## config.mk

```make
export PLATFORM = sky130hd
export DESIGN_NAME = prom_arbiter
export DESIGN_NICKNAME = d
export VERILOG_FILES = /design/src/rtl/prom_arbiter.sv
export SDC_FILE = /design/constraint.sdc
export NUM_CORES = 1
export LEC_CHECK = 0
export ABC_AREA = 1
export CAP_MARGIN = 10
export CORE_MARGIN = 2
export CORE_UTILIZATION = 50
export CTS_BUF_LIST = sky130_fd_sc_hd__clkbuf_8
export CTS_CLUSTER_DIAMETER = 30
export DETAILED_ROUTE_END_ITERATION = 6
export GPL_TIMING_DRIVEN = 0
export PLACE_DENSITY = 0.95
export REMOVE_ABC_BUFFERS = 1
export SLEW_MARGIN = 10
export SYNTH_ARGS = -nofsm -noshare
export SYNTH_HDL_FRONTEND = slang
export SYNTH_SLANG_ARGS = --single-unit
```

## constraint.sdc

```tcl
create_clock -name CLK_24M -period 4.33 [get_ports CLK_24M]
set_clock_uncertainty 0.2 [all_clocks]
set_input_delay 1.0825 -clock CLK_24M [delete_from_list [all_inputs] [get_ports CLK_24M]]
set_output_delay 1.0825 -clock CLK_24M [all_outputs]
set_load 0.005 [all_outputs]
```

## src/rtl/prom_arbiter.sv

```systemverilog
// prom_arbiter: two-requester (CPU, AUX) read sequencer for the P1 program ROM.
// Generates registered ROM_nCE/ROM_nOE timing from CLK_24M, latches the ROM
// word into RDATA and returns it with a one-cycle ACK to the granted requester.
// CPU has priority; AUX is forced through after STARVE_LIMIT consecutive CPU
// grants made while AUX was waiting.
// Optional feature: define PROM_BYTESWAP_EN to byte-swap the latched ROM word
// (undoes a byte-swapped image layout). Default build latches ROM_DATA as-is.
module prom_arbiter #(
    parameter int unsigned ACCESS_CYCLES   = 3,  // 1..15, nOE-low cycles before sampling
    parameter int unsigned RECOVERY_CYCLES = 1,  // 0..7, nCE-high cycles after each access
    parameter int unsigned STARVE_LIMIT    = 4   // 1..15, CPU grants tolerated while AUX waits
) (
    input  logic        CLK_24M,
    input  logic        nRESET,
    input  logic        CPU_REQ,
    input  logic [19:0] CPU_ADDR,
    output logic        CPU_ACK,
    input  logic        AUX_REQ,
    input  logic [19:0] AUX_ADDR,
    output logic        AUX_ACK,
    output logic [15:0] RDATA,
    output logic        BUSY,
    output logic [19:0] ROM_ADDR,
    output logic        ROM_nCE,
    output logic        ROM_nOE,
    input  logic [15:0] ROM_DATA
);

    typedef enum logic [2:0] {
        S_IDLE,
        S_SETUP,
        S_ACCESS,
        S_DONE,
        S_RECOVER
    } state_t;

    typedef enum logic {
        OWN_CPU = 1'b0,
        OWN_AUX = 1'b1
    } owner_t;

    // Counter reload values: counters run down to zero, so load (cycles - 1).
    localparam logic [3:0] ACC_LOAD   = 4'(ACCESS_CYCLES - 1);
    localparam logic [2:0] REC_LOAD   = (RECOVERY_CYCLES == 0) ? 3'd0 : 3'(RECOVERY_CYCLES - 1);
    localparam logic [3:0] STARVE_MAX = 4'(STARVE_LIMIT);

    state_t      r_state;
    state_t      w_next_state;
    owner_t      r_owner;
    logic [3:0]  r_acc_cnt;
    logic [2:0]  r_rec_cnt;
    logic [3:0]  r_starve_cnt;
    logic        w_grant;
    logic        w_grant_aux;
    logic [15:0] w_rom_word;

    logic        r_cpu_ack;
    logic        r_aux_ack;
    logic [15:0] r_rdata;
    logic        r_busy;
    logic [19:0] r_rom_addr;
    logic        r_rom_nce;
    logic        r_rom_noe;

    // Word presented to RDATA: optionally byte-swapped image layout.
`ifdef PROM_BYTESWAP_EN
    assign w_rom_word = {ROM_DATA[7:0], ROM_DATA[15:8]};
`else
    assign w_rom_word = ROM_DATA;
`endif

    // Next-state and arbitration decision.
    always_comb begin
        // NOTE: every signal driven here gets a default first, so no path leaves
        // it unassigned and no latch is inferred.
        w_next_state = r_state;
        w_grant      = 1'b0;
        w_grant_aux  = 1'b0;
        case (r_state)
            S_IDLE: begin
                if (CPU_REQ || AUX_REQ) begin
                    w_grant      = 1'b1;
                    // AUX wins when alone, or when the CPU has starved it long enough.
                    w_grant_aux  = AUX_REQ && (!CPU_REQ || (r_starve_cnt == STARVE_MAX));
                    w_next_state = S_SETUP;
                end
            end
            S_SETUP: begin
                w_next_state = S_ACCESS;
            end
            S_ACCESS: begin
                if (r_acc_cnt == 4'd0) begin
                    w_next_state = S_DONE;
                end
            end
            S_DONE: begin
                w_next_state = (RECOVERY_CYCLES == 0) ? S_IDLE : S_RECOVER;
            end
            S_RECOVER: begin
                if (r_rec_cnt == 3'd0) begin
                    w_next_state = S_IDLE;
                end
            end
            default: begin
                w_next_state = S_IDLE;
            end
        endcase
    end

    // State register; reset abandons any access in flight.
    always_ff @(posedge CLK_24M or negedge nRESET) begin
        // NOTE: sequential state uses non-blocking assignments so every register
        // samples pre-edge values regardless of block ordering.
        if (!nRESET) begin
            r_state <= S_IDLE;
        end else begin
            r_state <= w_next_state;
        end
    end

    // Grant bookkeeping: address capture, owner and the starvation counter.
    always_ff @(posedge CLK_24M or negedge nRESET) begin
        if (!nRESET) begin
            r_rom_addr   <= 20'd0;
            r_owner      <= OWN_CPU;
            r_starve_cnt <= 4'd0;
        end else if (r_state == S_IDLE) begin
            if (w_grant_aux) begin
                r_rom_addr   <= AUX_ADDR;
                r_owner      <= OWN_AUX;
                r_starve_cnt <= 4'd0;
            end else if (w_grant) begin
                r_rom_addr <= CPU_ADDR;
                r_owner    <= OWN_CPU;
                if (!AUX_REQ) begin
                    r_starve_cnt <= 4'd0;
                end else if (r_starve_cnt != STARVE_MAX) begin
                    r_starve_cnt <= r_starve_cnt + 4'd1;
                end
            end else begin
                // Idle with nobody asking: AUX_REQ is low, so the count clears.
                r_starve_cnt <= 4'd0;
            end
        end
    end

    // Access and recovery down-counters, loaded in the state before each phase.
    always_ff @(posedge CLK_24M or negedge nRESET) begin
        if (!nRESET) begin
            r_acc_cnt <= 4'd0;
            r_rec_cnt <= 3'd0;
        end else begin
            case (r_state)
                S_SETUP:   r_acc_cnt <= ACC_LOAD;
                S_ACCESS:  if (r_acc_cnt != 4'd0) r_acc_cnt <= r_acc_cnt - 4'd1;
                S_DONE:    r_rec_cnt <= REC_LOAD;
                S_RECOVER: if (r_rec_cnt != 3'd0) r_rec_cnt <= r_rec_cnt - 3'd1;
                default:   ;
            endcase
        end
    end

    // Read data latch: captured on the edge that ends the last ACCESS cycle.
    always_ff @(posedge CLK_24M or negedge nRESET) begin
        if (!nRESET) begin
            r_rdata <= 16'd0;
        end else if ((r_state == S_ACCESS) && (r_acc_cnt == 4'd0)) begin
            r_rdata <= w_rom_word;
        end
    end

    // Registered pin and handshake outputs, decoded from the state being entered
    // so they change on the same edge as the state itself.
    always_ff @(posedge CLK_24M or negedge nRESET) begin
        if (!nRESET) begin
            r_rom_nce <= 1'b1;
            r_rom_noe <= 1'b1;
            r_cpu_ack <= 1'b0;
            r_aux_ack <= 1'b0;
            r_busy    <= 1'b0;
        end else begin
            r_rom_nce <= !((w_next_state == S_SETUP) || (w_next_state == S_ACCESS));
            r_rom_noe <= (w_next_state != S_ACCESS);
            r_cpu_ack <= (w_next_state == S_DONE) && (r_owner == OWN_CPU);
            r_aux_ack <= (w_next_state == S_DONE) && (r_owner == OWN_AUX);
            r_busy    <= (w_next_state != S_IDLE);
        end
    end

    assign ROM_ADDR = r_rom_addr;
    assign ROM_nCE  = r_rom_nce;
    assign ROM_nOE  = r_rom_noe;
    assign CPU_ACK  = r_cpu_ack;
    assign AUX_ACK  = r_aux_ack;
    assign RDATA    = r_rdata;
    assign BUSY     = r_busy;

endmodule

```

Word-level counts from Yosys, hierarchy flattened
Index checks and enable logic that the tools add are counted.
Cells by class
  add/subtract/negate cells: 3
  multipliers: 0
  div/mod/pow operators: 0
  magnitude comparators: 0
  eq/ne operators: 13
  shifts and indexed selects: 0
  muxes and demuxes: 20
  bitwise gates (word level): 1
  reduce and logical (&&, ||, !) cells: 22
Operators with widths (number)
  $mux W20: 2
  $mux W4: 5
  $pmux W3 S5: 1
  $eq A3 B2 Y1 const B: 4
  $mux W3: 4
  $pmux W4 S2: 1
  $reduce_and A2 Y1: 4
  $eq A3 B1 Y1 const B: 2
  $logic_not A3 Y1: 2
  $mux W1: 6
  $pmux W3 S2: 1
  $reduce_bool A2 Y1: 3
  $reduce_bool A3 Y1: 2
  $add A4 B1 Y4 const B: 1
  $eq A4 B3 Y1 const B: 1
  $logic_and A1 B1 Y1: 4
  $logic_not A4 Y1: 1
  $ne A2 B2 Y1 const B: 2
  $ne A4 B2 Y1 const B: 1
  $ne A4 B3 Y1 const B: 1
  $reduce_bool A4 Y1: 1
  $sub A4 B1 Y4 const B: 1
  $eq A3 B3 Y1 const B: 1
  $logic_or A1 B1 Y1: 3
  4 further kinds: 5
Word-level totals
  bits in registers: 56
  latch bits: 0
  bits in writable memories: 0
  memory bits (read-only): 0
  bits of input ports: 60
  output and inout bits: 41
  logic and storage cells: 71
  memories kept: 0

Logic depth before layout (Yosys ltp)
Gate-level depths: netlist of the first run.
  depth in word-level cells: 7
  mapped depth: 9
  gate-level depth less buffers: 8

Worst setup path after synthesis of the first run
No wires, ideal clock.
  path kind: input to register
  start point: in AUX_REQ
  end point: reg r_rom_addr[11] (netlist: ROM_ADDR[11])
  arrival time: 1612 ps
  data required time: 4013 ps
  setup slack: 2401 ps
  stages on the path: 6
  path through: inv_1 nor2_8 buf_4 nand3_1 nand3_1 nand2_1
On the way
  longest elaborated chain between the ends: 5
RTL lines
  from (decl): line 18  | input logic AUX_REQ,
  $logic_or A1 B1 Y1 or $logic_and A1 B1 Y1 (tied branches): line 81, 84
  $mux W1: line 81  | if (CPU_REQ || AUX_REQ) begin
  $mux W1: line 79  | case (r_state)
  $reduce_bool A2 Y1 (no line)
  $reduce_and A2 Y1 (no line)
  to (signal assigned): line 124  | r_rom_addr <= 20'd0;
  to (signal assigned): line 129  | r_rom_addr <= AUX_ADDR;
  to (signal assigned): line 133  | r_rom_addr <= CPU_ADDR;
  to (decl): line 61  | logic [19:0] r_rom_addr;
Parallel ways exist; a longest one is shown, timed or not.
A chain may end at the register's enable or synchronous reset.

Worst setup path in the final report of the first run
  start point: in AUX_REQ
  end point: reg r_rom_addr[5] (netlist: ROM_ADDR[5])
Same word-level chain as after synthesis.

==> run_results.csv, run 1 <==
group,metric,value,unit
run_status,status,"finished, final reports clean",
sta,period_share,69.2,%
place,dp_cells,503,
routing,num_vias,2478,
routing,viasPerCell,4.85,
global_route,grt_pass1_wl,11.4,mm
worst_setup_path,slowest_delay,0.76,ns
routing,drt-pass1-iter-count,4,
cts,cts.htree.levels,2,
worst_setup_path,cp_data_required_time,4.33,ns
routing,wire_per_inst,13.0,µm
power_and_ir_drop,p_int,1.43,mW
cts,cts_inserted_buffers,5,
floorplanning,initial_utilization,51.0,%
floorplanning,die_w,78.3,µm
power_and_ir_drop,clkPwrFrac,12.6,%
cells_and_area,drive_above_1_share,5.69,%
synth,yosys.area.top_type_share,49.0,%
floorplanning,row_count,27,
power_and_ir_drop,combPwrFrac,48.3,%
cells_and_area,area_growth,39.4,%
cells_and_area,final_area,3840,µm²
min_path,hold_class,"reg2reg",
synth,yosysMostFrequentCell,"nand2_1",
sta,setup_viol,0,
cts,cts_max_path_buffers,2,
cts,cts-root-buf,"clkbuf_8",
floorplanning,die_h,78.3,µm
place,place_area,3750,µm²
worst_setup_path,crit_type,"in2reg",
routing,drc,0,
place,port_buffers,100,
sta,tns,0,ns
floorplanning,io_pins,101,
worst_setup_path,path_buf_inv,2,
cts,cts.sinks,56,
worst_setup_path,crit_arrival,3.00,ns
cells_and_area,final_nets,504,
global_route,grt_overflow,0,
global_route,track_usage,23.3,%
routing,drt_wl_total,6.64,mm
power_and_ir_drop,irDropWorstVdd,0.360,mV
routing,drt_iter0_drc,182,
power_and_ir_drop,power_switching,0.870,mW
worst_setup_path,crit_chain,"clkdlybuf4s50_1, o21ai_2, inv_2, nand3_1, nand2_1",
power_and_ir_drop,power,2.30,mW
sta,fmax,334,MHz
power_and_ir_drop,p_leak,1.99,nW
power_and_ir_drop,power_frac_seq,39.1,%
worst_setup_path,cp_slowest_cell,"o21ai_2",
place,gp_congestion,0.785,
cells_and_area,antenna_cells,0,
power_and_ir_drop,power_density,598,nW/µm²
synth,synth_async_sr_flop_share,100,%
worst_setup_path,crit_fanout,23,
sta,final.min_clock_period,3.00,ns
cells_and_area,finalNonFillerCells,511,
global_route,grt_pass1_vias,2558,
sta,finalHoldViolations,0,
sta,hold_ws,0.239,ns
synth,ys_top_cells_by_count,"nand2_1, inv_1, dfrtp_1, nand3_1, o21ai_0",
sta,max_slew_margin,36.3,%
cts,postCtsSetupRepairBufs,0,
synth,ys_ff_latch,56,
worst_setup_path,start_kind,"input port",
cts,hold_buffers,0,
power_and_ir_drop,swShare,37.8,%
synth,ys_types,25,
synth,synth-main-ff-cell,"dfrtp_1",
cts,post_cts_resized,0,
cts,clk-insertion-delay-late,0.31,ns
synth,synth_seq_area_share,50.9,%
synth,synth_top_cell_by_area,"dfrtp_1",
worst_setup_path,r2r_setup_slack,1.95,ns
synth,yosysWarnings,0,
global_route,grt_max_degree,38,
worst_setup_path,crit_family,"buffers and inverters",
synth,synthCells,343,
global_route,grt_antenna_before_repair,0,
synth,synth.avg_cell_area,8.04,µm²
cells_and_area,utilization,71.1,%
sta,tightestPinTransition,0.955,ns
run,maxCapViolations,0,
sta,rsz0062_at_grt,"no",
cts,clkTransAtPathRegs,0.11,ns
place,hpwl,4.89,mm
routing,route.antenna.remaining_nets,0,
floorplanning,die_area,6120,µm²
worst_setup_path,endpoint_kind,"flop",
synth,synth.area.top_cells,"dfrtp_1, nand2_1, nand3_1",
floorplanning,coreArea,5410,µm²
synth,netlist_area,2760,µm²
sta,final_max_slew_viol_count,0,
cts,cts_tree,"built",
synth,synth-edff-count,0,
sta,setup_ws,1.33,ns
place,dp_slack,1.04,ns
path summary, 6_finish.rpt:
check,start,to,depth (start not counted)
max,AUX_REQ,ROM_ADDR[5]$_DFFE_PN0P_,5
min,r_owner$_DFFE_PN0P_,CPU_ACK$_DFF_PN0_,1
max reg2reg,r_starve_cnt[0]$_DFFE_PN0P_,ROM_ADDR[7]$_DFFE_PN0P_,8
min reg2reg,r_owner$_DFFE_PN0P_,CPU_ACK$_DFF_PN0_,1
max in group asynchronous,nRESET,r_rec_cnt[1]$_DFFE_PN0P_,2
min in group asynchronous,nRESET,RDATA[11]$_DFFE_PN0P_,1
logic make-up (layout without fill, tap and decap cells):
group                      Yosys count  count (layout)  synth area share [%]
and+or+nand+nor                    189             189                  30.0
buffers and inverters               75             171                  12.4
DFF                                 56              56                  50.9
AOI/OAI and AO/OA                   13              13                  2.63
adders and majority gates            6               6                  2.72
xor gates and xnor gates             4               4                  1.27
layout by cell type, fill, tap and decap left out:
cell type	netlist	routed
nand2_1	122	122
clkdlybuf4s50_1	0	99
inv_1	57	57
dfrtp_1	54	54
nand3_1	51	51
o21ai_0	10	10
ha_1	6	6
inv_2	5	5
nor2_1	5	5
clkbuf_8	0	5
nand4_1	3	3
xor2_1	3	3
dfstp_2	2	2
nand2_2	2	2
nand3_2	1	1
nor2_2	1	1
nand2_4	1	1
o21ai_2	1	1
nor2_4	1	1
nor2_8	1	1
o22ai_1	1	1
a21boi_0	1	1
xnor2_1	1	1
nor3_1	1	1
clkinvlp_4	0	1
inv_6	0	1
clkinv_2	0	1
buf_2	4	1
buf_12	0	1
routing by layer:
metal | global-route usage, % | share of wire [%] | wire length (µm)
met5 | 0 | 0 | 0
met1 | 27.9 | 40 | 2690
met4 | 8.42 | 2.2 | 148
met2 | 40.8 | 52 | 3460
met3 | 5.75 | 5.3 | 349
state kept, by name, indices dropped and copies added (netlist names):
name,cells
r_starve_cnt,4
ROM_nOE,1
AUX_ACK,1
r_state,3
ROM_ADDR,20
r_acc_cnt,4
BUSY,1
RDATA,16
CPU_ACK,1
r_owner,1
ROM_nCE,1
r_rec_cnt,3
cell type report:
class,instances,area (µm²)
inverters,62,233
clock buffers,5,68.8
repair buffers,101,1020
clock inverters,3,21.3
fillers,446,1560
multi-input cells,212,1010
flip-flops and latches,56,1400
well taps,72,90.1
worst register-to-register path: stages, from the launching register on:
cell	delay [ns]
dfrtp_1	0.43
inv_1	0.08
ha_1	0.15
nand3_1	0.07
nand2_1	0.58
nand2_2	0.46
nand2_1	0.17
nand3_1	0.08
nand2_1	0.09
power groups by stage:
| stage | logic, mW | clock network, mW | registers [mW] |
|---|---|---|---|
| detailed placement | 1.12 | 0 | 0.902 |
| finish | 1.11 | 0.291 | 0.899 |
| CTS | 1.12 | 0.296 | 0.896 |
| global route | 1.24 | 0.312 | 0.927 |
| global placement | 1.05 | 0 | 0.895 |
| floorplan | 0.511 | 0 | 0.908 |
Note: power is estimated with default switching activity, not from simulation.
==> inputs of run 2 (changes only) <==
- CORE_UTILIZATION: 50 -> 46
- PLACE_DENSITY: 0.95 -> 0.89
- clock period: 4.33 -> 3.1 ns (I/O delays scaled with it)
==> run 2 against run 1 <==
Compared with the run above: combinational power grew 38%; via count shrank 1.5%; first-iteration DRC count shrank 51%; register-to-register slack lost 1.2 ns; setup slack lost 0.92 ns; sequential share of layout area shrank 0.13 points; clock power grew 46%; count of clock-buffer cells in the layout grew 2; power grew 39%; wire length shrank 7.1%; hold slack lost 0.0099 ns; critical path type unchanged; largest cell class unchanged.
==> run_results.csv, run 2 (synthesis results as in run 1) <==
group,metric,value,unit
power_and_ir_drop,irDropWorstVdd,0.371,mV
cts,cts_inserted_buffers,5,
worst_setup_path,crit_type,"in2reg",
place,dp_slack,0.0700,ns
cells_and_area,fillers,484,
routing,num_vias,2442,
place,gp_congestion,0.774,
sta,setup_ws,0.414,ns
worst_setup_path,start_kind,"input port",
routing,viasPerCell,4.75,
global_route,use_met2,34.3,%
cells_and_area,antenna_cells,0,
global_route,grt_overflow,0,
cells_and_area,layout.cells.most_common,"nand2_1",
global_route,grt_pass1_vias,2360,
cts,postCtsSetupRepairBufs,0,
cts,cts.sinks,56,
global_route,grt_max_degree,31,
place,port_buffers,100,
place,hpwl,4.54,mm
worst_setup_path,crit_family,"buffers and inverters",
floorplanning,die_area,6630,µm²
sta,period_share,86.6,%
sta,rsz0062_at_grt,"no",
global_route,grtUsageMet1,25.9,%
floorplanning,initial_utilization,47.1,%
cts,clkTransAtPathRegs,0.09,ns
cts,hold_buffers,0,
floorplanning,io_pins,101,
sta,finalHoldViolations,0,
worst_setup_path,cp_data_required_time,3.10,ns
routing,wire_per_inst,12.0,µm
cts,clk-insertion-delay-late,0.30,ns
cts,cts.htree.levels,2,
floorplanning,die_h,81.4,µm
routing,drt_iter0_drc,89,
global_route,top_usage_layer,"met2",
cells_and_area,largest_reg_flops,20,
worst_setup_path,cp_slowest_cell,"o21ai_2",
cts,post_cts_resized,0,
sta,fmax,372,MHz
sta,max_slew_margin,34.7,%
routing,drt_wl_total,6.17,mm
global_route,grt_use_met3,3.08,%
sta,setup_viol,0,
floorplanning,die_w,81.4,µm
cts,cts_tree,"built",
cts,cts_max_path_buffers,2,
min_path,hold_class,"reg2reg",
routing,drt-pass1-iter-count,4,
routing,drc,0,
floorplanning,row_count,28,
worst_setup_path,endpoint_kind,"flop",
cells_and_area,multi_input_area,1010,µm²
cells_and_area,final_nets,504,
run_status,status,"finished, final reports clean",
sta,final_max_slew_viol_count,0,
worst_setup_path,crit_fanout,23,
floorplanning,coreArea,5850,µm²
global_route,grt_pass1_wl,10.4,mm
routing,route.antenna.remaining_nets,0,
worst_setup_path,path_buf_inv,2,
cells_and_area,seqCellArea,1400,µm²
sta,final.min_clock_period,2.69,ns
power_and_ir_drop,p_leak,2.00,nW
global_route,grt_antenna_before_repair,0,
worst_setup_path,crit_chain,"clkdlybuf4s50_1, o21ai_2, inv_2, nand3_1, nand2_1",
cells_and_area,area_growth,39.9,%
worst_setup_path,crit_arrival,2.68,ns
global_route,track_usage,20.2,%
cells_and_area,drive_above_1_share,5.47,%
power_and_ir_drop,power_density,831,nW/µm²
worst_setup_path,slowest_delay,0.79,ns
cts,cts-root-buf,"clkbuf_8",
cells_and_area,utilization,65.9,%
cells_and_area,layout_common_cells,"nand2_1, clkdlybuf4s50_1, inv_1",
sta,tightestPinTransition,0.979,ns
run,maxCapViolations,0,
run 2: changes by cell type in the layout (fill, tap and decap cells not counted), sizes merged:
cell / before / now
clkbuf: 5 / 7
clkinv: 1 / 0
clkinvlp: 1 / 0
run 2: final cells by class:
cell class              instances  area share [%]
clock buffers                   7            2.50
inverters                      62            6.04
multi-input cells             212            26.2
well taps                      75            2.43
repair buffers                101            26.3
clock inverters                 1          0.0973
flip-flops and latches         56            36.4
run 2: where the power goes:
group          internal, mW  total, mW  switching [mW]
combinational         0.766       1.53           0.761
clock                 0.201      0.425           0.224
sequential             1.07       1.25           0.182
run 2: worst paths after layout:
path                                             start                       end  slack (ns)  cells past startpoint
hold reg to reg                    r_owner$_DFFE_PN0P_         CPU_ACK$_DFF_PN0_        0.23                      1
setup reg to reg           r_starve_cnt[0]$_DFFE_PN0P_  ROM_ADDR[15]$_DFFE_PN0P_        0.73                      8
setup / recovery                               CPU_REQ   ROM_ADDR[7]$_DFFE_PN0P_        0.41                      5
max in group asynchronous                       nRESET         ROM_nOE$_DFF_PN1_        1.79                      2
min in group asynchronous                       nRESET  ROM_ADDR[11]$_DFFE_PN0P_        0.27                      1
hold / removal                     r_owner$_DFFE_PN0P_         CPU_ACK$_DFF_PN0_        0.23                      1
run 2: metal layers:
layer	vias up	wire, µm
met5	-	0
met2	64	3070
met1	1139	2690
met3	14	282
met4	0	131
li1	1225	-
run 2: through the flow:
| stage | cell area (µm²) | TNS [ns] | std cells | total power, mW | hold slack (ns) |
|---|---|---|---|---|---|
| floorplan | 2650 | 0 | 330 | 1.98 | 0.203 |
| global placement | 3740 | -30.96 | 505 | 2.73 | 0.213 |
| detailed placement | 3760 | 0 | 506 | 2.81 | 0.229 |
| CTS | 3860 | 0 | 514 | 3.24 | 0.234 |
| global route | 3860 | 0 | 514 | 3.47 | 0.259 |
| finish | 3860 | 0 | 514 | 3.20 | 0.229 |
==> inputs of run 3 (changes only) <==
- REMOVE_ABC_BUFFERS: 1 -> unset
==> run 3 against run 2 <==
Compared with the run above: combinational power grew 7%; power grew 3.1%; sequential power hardly changed; critical path depth decreased by 4; largest cell class unchanged; cell count grew 2.5%; first-iteration DRC count rose by 21%; global-route usage rose by 1.9 points; register-to-register slack better by 0.55 ns; sequential share of layout area fell by 0.92 points; largest power group unchanged; clock power fell by 5.9%; utilization is 1.7 points higher; flip-flop and latch count is the same.
==> run_results.csv, run 3 (synthesis results as in run 1) <==
group,metric,value,unit
run_status,status,"finished, final reports clean",
worst_setup_path,crit_chain,"clkdlybuf4s50_1",
cells_and_area,multi_input_area,1010,µm²
worst_setup_path,crit_family,"flip-flops",
cts,cts-root-buf,"clkbuf_8",
run,maxCapViolations,0,
cts,cts_max_path_buffers,2,
worst_setup_path,slowest_delay,0.53,ns
cts,clkTransAtPathRegs,0.09,ns
worst_setup_path,timing.rr.start,"r_acc_cnt[0]$_DFFE_PN0P_",
cells_and_area,antenna_cells,0,
worst_setup_path,cp_data_required_time,2.12,ns
routing,drt_iter0_drc,108,
cells_and_area,largest_reg_flops,20,
cells_and_area,area_growth,43.5,%
global_route,grt_antenna_before_repair,0,
routing,wire_per_inst,12.7,µm
cts,post_cts_resized,0,
cts,cts_tree,"built",
floorplanning,row_count,28,
cells_and_area,layout.cells.most_common,"nand2_1",
sta,fmax,437,MHz
power_and_ir_drop,power,3.30,mW
power_and_ir_drop,p_leak,2.06,nW
worst_setup_path,r2r_setup_slack,1.28,ns
cells_and_area,drive_above_1_share,7.96,%
worst_setup_path,cp_slowest_cell,"dfstp_2",
worst_setup_path,reg2regPathDepth,8,
place,hpwl,5.30,mm
sta,final.min_clock_period,2.29,ns
cts,hold_buffers,0,
sta,final_max_slew_viol_count,0,
power_and_ir_drop,irDropWorstVdd,0.474,mV
global_route,track_usage,22.1,%
global_route,grt_overflow,0,
sta,max_slew_margin,66.4,%
sta,period_share,73.8,%
cells_and_area,fillers,455,
sta,rsz0062_at_grt,"no",
place,place_area,3870,µm²
worst_setup_path,endpoint_kind,"output pin",
worst_setup_path,crit_type,"reg2out",
cells_and_area,seqCellArea,1400,µm²
synth,synth_fp_nets,409,
cts,cts.htree.levels,2,
sta,tightestPinTransition,0.504,ns
routing,drc,0,
global_route,grt_pass1_vias,2567,
routing,route.antenna.remaining_nets,0,
power_and_ir_drop,power_density,835,nW/µm²
sta,setup_viol,0,
cts,cts_inserted_buffers,5,
worst_setup_path,reg2reg_to,"RDATA[8]$_DFFE_PN0P_",
floorplanning,initial_utilization,47.1,%
cells_and_area,final_area,3960,µm²
min_path,hold_class,"in2async",
floorplanning,coreArea,5850,µm²
floorplanning,die_h,81.4,µm
routing,num_vias,2499,
worst_setup_path,crit_arrival,1.31,ns
worst_setup_path,path_buf_inv,1,
sta,finalHoldViolations,0,
global_route,grt_max_degree,38,
floorplanning,die_w,81.4,µm
floorplanning,die_area,6630,µm²
routing,drt-pass1-iter-count,4,
routing,drt_wl_total,6.72,mm
global_route,grt_pass1_wl,11.4,mm
cells_and_area,layout_common_cells,"nand2_1, clkdlybuf4s50_1, inv_1",
floorplanning,io_pins,101,
place,gp_congestion,0.792,
cts,postCtsSetupRepairBufs,0,
cells_and_area,final_nets,517,
worst_setup_path,crit_fanout,1,
routing,viasPerCell,4.74,
place,port_buffers,100,
cts,clk-insertion-delay-late,0.30,ns
worst_setup_path,start_kind,"flop",
cts,cts.sinks,56,
-- run 3: stage by stage --
step / util (%) / cells / setup WS, ns / setup TNS [ns] / hold slack, ns
finish: 67.6 / 527 / 0.814 / 0 / 0.228
global route: 67.6 / 527 / 0.779 / 0 / 0.248
CTS: 67.6 / 527 / 0.808 / 0 / 0.228
detailed placement: 66.1 / 519 / 0.825 / 0 / 0.215
global placement: 65.8 / 518 / -0.615 / -33.08 / 0.209
floorplan: - / 343 / 1.48 / 0 / 0.202
-- run 3: power by group --
part           total (mW)  leakage [nW]  switching (mW)  internal (mW)
registers            1.26         0.696           0.188           1.07
logic                1.64          1.31           0.808          0.837
clock network       0.400        0.0538           0.223          0.176
total                3.30          2.06            1.22           2.08
-- run 3: worst register-to-register path, stage by stage (launching register included) --
cell,delay (ns)
dfrtp_1,0.37
inv_1,0.15
ha_1,0.18
nand3_1,0.19
nor2_4,0.27
inv_2,0.10
buf_6,0.15
nand2_1,0.07
nand2_1,0.05
-- run 3: worst max-delay path by stage --
stage                                  from                  endpoint  cells past startpoint
after floorplan                     AUX_REQ  ROM_ADDR[11]$_DFFE_PN0P_                      6
after global placement               nRESET      RDATA[6]$_DFFE_PN0P_                      1
after detailed placement            AUX_REQ   ROM_ADDR[4]$_DFFE_PN0P_                      7
after CTS                 ROM_nCE$_DFF_PN1_                   ROM_nCE                      1
after global routing      ROM_nCE$_DFF_PN1_                   ROM_nCE                      1
final                     ROM_nCE$_DFF_PN1_                   ROM_nCE                      1
-- run 3: layer usage --
metal | global-route usage, % | vias up | share of wire (%)
met5 | 0 | - | 0
met4 | 6.61 | 0 | 1.1
met3 | 3.74 | 10 | 5.0
met2 | 41.3 | 74 | 55
met1 | 25.7 | 1165 | 39
li1 | - | 1250 | -
-- run 3: cell type report --
type                       instances  share of cell area, %
sequential                        56                   35.5
timing repair buffer             101                   25.7
multi-input combinational        212                   25.5
inverter                          62                   5.88
buffer                            13                   2.78
tap                               75                   2.37
clock buffer                       6                   2.09
clock inverter                     2                  0.190
